File: src/rtl/reg_wb_arbiter.sv
// Write-port arbiter for the single-port reg_file: pipeline writeback has fixed
// priority over the MUL/DIV unit, with a pending-write scoreboard and starvation stall.
module reg_wb_arbiter #(
    parameter int DATA_W       = 32,
    parameter int STARVE_LIMIT = 4,
    parameter int CNT_W        = 3
) (
    input  logic              CLOCK,
    input  logic              RESET,
    input  logic              WB_WRITE,
    input  logic [4:0]        WB_ADDRESS,
    input  logic [DATA_W-1:0] WB_DATA,
    input  logic              MDU_VALID,
    input  logic [4:0]        MDU_ADDRESS,
    input  logic [DATA_W-1:0] MDU_DATA,
    output logic              MDU_READY,
    input  logic              ISSUE_VALID,
    input  logic [4:0]        ISSUE_ADDRESS,
    output logic [DATA_W-1:0] REG_IN,
    output logic [4:0]        REG_INADDRESS,
    output logic              REG_WRITE,
    output logic [31:0]       BUSY,
    output logic              STALL_REQ
);

    logic              wb_act;
    logic              mdu_act;
    logic              transfer;

    logic [DATA_W-1:0] reg_in_q, reg_in_d;
    logic [4:0]        reg_addr_q, reg_addr_d;
    logic              reg_write_q, reg_write_d;
    logic [31:0]       busy_q, busy_d;
    logic [CNT_W-1:0]  cnt_q, cnt_d;
    logic              stall_q, stall_d;

    assign wb_act  = WB_WRITE & (WB_ADDRESS != '0);
    assign mdu_act = MDU_VALID & (MDU_ADDRESS != '0);

    // An MDU result for x0 needs no port, so it is accepted even while WB owns it.
    assign MDU_READY = MDU_VALID & ~RESET & (~wb_act | (MDU_ADDRESS == '0));
    assign transfer  = MDU_VALID & MDU_READY;

    always_comb begin
        reg_in_d    = reg_in_q;
        reg_addr_d  = reg_addr_q;
        reg_write_d = 1'b0;
        busy_d      = busy_q;
        cnt_d       = '0;

        if (wb_act) begin
            reg_write_d = 1'b1;
            reg_addr_d  = WB_ADDRESS;
            reg_in_d    = WB_DATA;
        end else if (mdu_act & MDU_READY) begin
            reg_write_d = 1'b1;
            reg_addr_d  = MDU_ADDRESS;
            reg_in_d    = MDU_DATA;
        end

        // Clear before set so a re-issue to the same rd in the transfer cycle wins.
        if (transfer) begin
            busy_d[MDU_ADDRESS] = 1'b0;
        end
        if (ISSUE_VALID & (ISSUE_ADDRESS != '0)) begin
            busy_d[ISSUE_ADDRESS] = 1'b1;
        end
        busy_d[0] = 1'b0;

        if (MDU_VALID & ~MDU_READY) begin
            cnt_d = (cnt_q != '1) ? cnt_q + 1'b1 : cnt_q;
        end

        stall_d = (cnt_d >= CNT_W'(STARVE_LIMIT)) & ~transfer;
    end

    always_ff @(posedge CLOCK) begin
        if (RESET) begin
            reg_in_q    <= '0;
            reg_addr_q  <= '0;
            reg_write_q <= 1'b0;
            busy_q      <= '0;
            cnt_q       <= '0;
            stall_q     <= 1'b0;
        end else begin
            reg_in_q    <= reg_in_d;
            reg_addr_q  <= reg_addr_d;
            reg_write_q <= reg_write_d;
            busy_q      <= busy_d;
            cnt_q       <= cnt_d;
            stall_q     <= stall_d;
        end
    end

    assign REG_IN        = reg_in_q;
    assign REG_INADDRESS = reg_addr_q;
    assign REG_WRITE     = reg_write_q;
    assign BUSY          = busy_q;
    assign STALL_REQ     = stall_q;

endmodule

File: config.mk
export PLATFORM = sky130hd
export DESIGN_NAME = reg_wb_arbiter
export DESIGN_NICKNAME = d
export VERILOG_FILES = /design/src/rtl/reg_wb_arbiter.sv
export SDC_FILE = /design/constraint.sdc
export NUM_CORES = 1
export LEC_CHECK = 0
export CAP_MARGIN = 0
export CORE_ASPECT_RATIO = 1.1
export CORE_MARGIN = 10
export CORE_UTILIZATION = 25
export CTS_CLUSTER_DIAMETER = 30
export DETAILED_ROUTE_END_ITERATION = 10
export GPL_ROUTABILITY_DRIVEN = 0
export PLACE_DENSITY = 0.65
export SETUP_SLACK_MARGIN = 0.5
export SYNTH_ARGS = -nofsm -noshare
export SYNTH_HDL_FRONTEND = slang
export SYNTH_SLANG_ARGS = --single-unit
File: constraint.sdc
create_clock -name CLOCK -period 3.9 [get_ports CLOCK]
set_clock_uncertainty 0.2 [all_clocks]
set_input_delay 0.39 -clock CLOCK [delete_from_list [all_inputs] [get_ports CLOCK]]
set_output_delay 0.39 -clock CLOCK [all_outputs]
set_load 0.05 [all_outputs]
==> out/metrics.cfg <==
[clocking]
hold_buffers=0
cts_root_buffer=clkbuf_16
cts.sinks=73
post_cts_resized=0
cts_tree=done
clk_latency_ns=0.34
cts_max_level=3
cts_made_buffers=9
cts_setup_buffers=0
clk_path_buf_depth=2
path_clk_slew_ns=0.06

[placement]
dpl.hpwl_mm=9.58
placed_cells=632
port_buffers=154
place_area_um2=4900

[detailed_routing]
first_iter_violations=252
dr.pass1.iters=4
via_per_inst=5.11
ant_nets=0
post_drt_wl_per_cell_um=19.8
drt-total-wl_mm=12.9
drcViolationCount=0
num_vias=3314

[worst_setup_path]
cp_data_required_time_ns=3.31
reg2regPathDepth=4
crit_path_start_kind=input port
critPathMaxFanout=20
endpoint_kind=primary output
arrival_ns=2.29
r2r_start=cnt_q[0]
critPathKind=in -> out
ff2ff_setup_slack_ns=2.72
cp_cell_sequence=clkdlybuf4s50_1, or4_4, o21a_1, a21oi_1, buf_4
r2r_end=cnt_q[0]
cp_slowest_cell=or4_4
critPathMaxStageDelay_ns=0.59

[logic_synthesis]
async_reset_ff_frac=0
yosysTopAreaCell=dfxtp_1
syn_nets=428
synth_common_cells=73 x dfxtp_1, 40 x nand2_1, 33 x o21a_1, 27 x o221a_1, 21 x a21oi_1
synth_area_leaders=dfxtp_1 45%, o221a_1 9.3%, o21a_1 7.6%
synth_edf_count=0
ys_types=44
synthFlopType=dfxtp_1
synth_most_common_cell=dfxtp_1
ys_seq_area_frac=0.448
synth_top_cell_area_share=0.448
syn_area_um2=3260
ys_warn_count=0
synth.avg_cell_area_um2=9.51
synthCells=343
ys_ff_latch=73

[grt]
antenna_found_initial=0
grt_max_degree=50
grt_pass1_wl_mm=19.7
grt_pass1_vias=3410
track_usage=0.139
grt_overflow_total=0

[final_layout]
synthToLayoutAreaGrowth_pct=58.9
drive_gt1_frac=0.0754
finalNonFillerCells=648
fillCellCount=1251
fin_area_um2=5180
nets=571
antennaDiodeCount=0

[die]
rows=43
start_util=0.257
die_y_um=140
die_w_um=129
core-area_um2=12700
num_io_pins=156
die_area_um2=18000

[sta]
fin_crit_sh=0.740
hold_viol_final=0
fmax_mhz=347
fin_hold_ws_ns=0.275
drv_slew=0
setup_viol=0
slew_headroom=0.414
worst-slew-pin-transition_ns=0.866
setup_tns_ns=0
rsz0062_at_grt=no
period_needed_ns=2.88

[hold_path]
min_path_type=reg -> reg
min_path_cells=2
hold_start=BUSY[18]
hold_end=BUSY[18]

[flow_run]
drv_cap=0

[power_and_ir_drop]
ir_drop_v=0.000184
power_density_nw_per_um2=394
total_power_w=0.00204
leakage_nw=1.80

[outcome]
run_status=finished, final reports clean

==> through the flow <==
| step | util | setup WS [ns] |
|---|---|---|
| after detailed placement | 0.386 | 0.834 |
| after global placement | 0.386 | 0.883 |
| after global routing | 0.408 | 0.872 |
| final | 0.408 | 1.02 |
| after CTS | 0.408 | 1.01 |
| after floorplan | - | 1.09 |
==> final cells by class <==
type | count | area (µm²) | share of cell area
Multi-Input combinational cell | 236 | 1630 | 0.314
Timing Repair Buffer | 161 | 1590 | 0.307
Sequential cell | 73 | 1460 | 0.282
Clock buffer | 11 | 243 | 0.0468
Tap cell | 157 | 196 | 0.0379
Clock inverter | 5 | 41.3 | 0.00797
Inverter | 5 | 18.8 | 0.00362
==> cell families (layout without fill, tap and decap cells) <==
group / count (synthesis) / count (layout) / synth area share
flops: 73 / 73 / 0.448
simple gates: 102 / 102 / 0.155
buf+inv: 34 / 182 / 0.0522
other cells: 1 / 1 / 0.00115
fa+ha+maj: 1 / 1 / 0.00384
compound gates: 131 / 131 / 0.337
xor+xnor: 1 / 1 / 0.00269
==> where the power goes <==
part	internal (W)	total (W)	switching, W
Combinational	0.000190	0.000450	0.000260
Clock	0.000451	0.000786	0.000335
Sequential	0.000783	0.000804	0.0000206
==> layer usage <==
layer / global-route usage / vias up / wire length, µm
met3: 0.0513 / 8 / 958
met1: 0.156 / 1596 / 5190
met4: 0.0467 / 0 / 128
met5: 0 / - / 0
li1: - / 1595 / -
met2: 0.238 / 115 / 6580
==> placed cells by master, fill, tap and decap left out, drive strengths merged, types with 2 or more instances in the layout <==
cell type      count
clkdlybuf4s50    153
dfxtp             73
nand2             40
o21a              33
o221a             32
a21oi             21
nand3             15
nor2              13
clkbuf            11
o311ai             9
buf                8
o31ai              7
a32o               7
o21ai              7
nor3               5
nand2b             5
inv                5
nor3b              5
and2               4
o41ai              4
a31o               3
and3b              3
clkinv             3
nor2b              2
nand3b             2
or3                2
and3               2
o211ai             2
clkinvlp           2
or2                2
a211oi             2
==> sequential cells by signal (all words and copies together) (netlist names) <==
signal and count:
cnt_q 3, REG_INADDRESS 5, STALL_REQ 1, REG_IN 32
REG_WRITE 1, BUSY 31
==> worst max-delay path: cells and delay by family <==
family / cells / cell delay, ns
AO/OA/AOI/OAI: 2 / 0.65
buffers and inverters: 2 / 0.66
AND/OR/NAND/NOR: 1 / 0.59
==> worst max path at each step <==
stage               slack, ns          to  cells past startpoint          start
finish                   1.02   MDU_READY                      5  WB_ADDRESS[3]
global route             0.87   MDU_READY                      5  WB_ADDRESS[3]
CTS                      1.01   MDU_READY                      5  WB_ADDRESS[3]
detailed placement       0.83  REG_IN[31]                      6  WB_ADDRESS[3]
global placement         0.88   REG_IN[0]                      6  WB_ADDRESS[3]
floorplan                1.09   MDU_READY                      5  WB_ADDRESS[3]
Note: power is estimated with default switching activity, not from simulation.
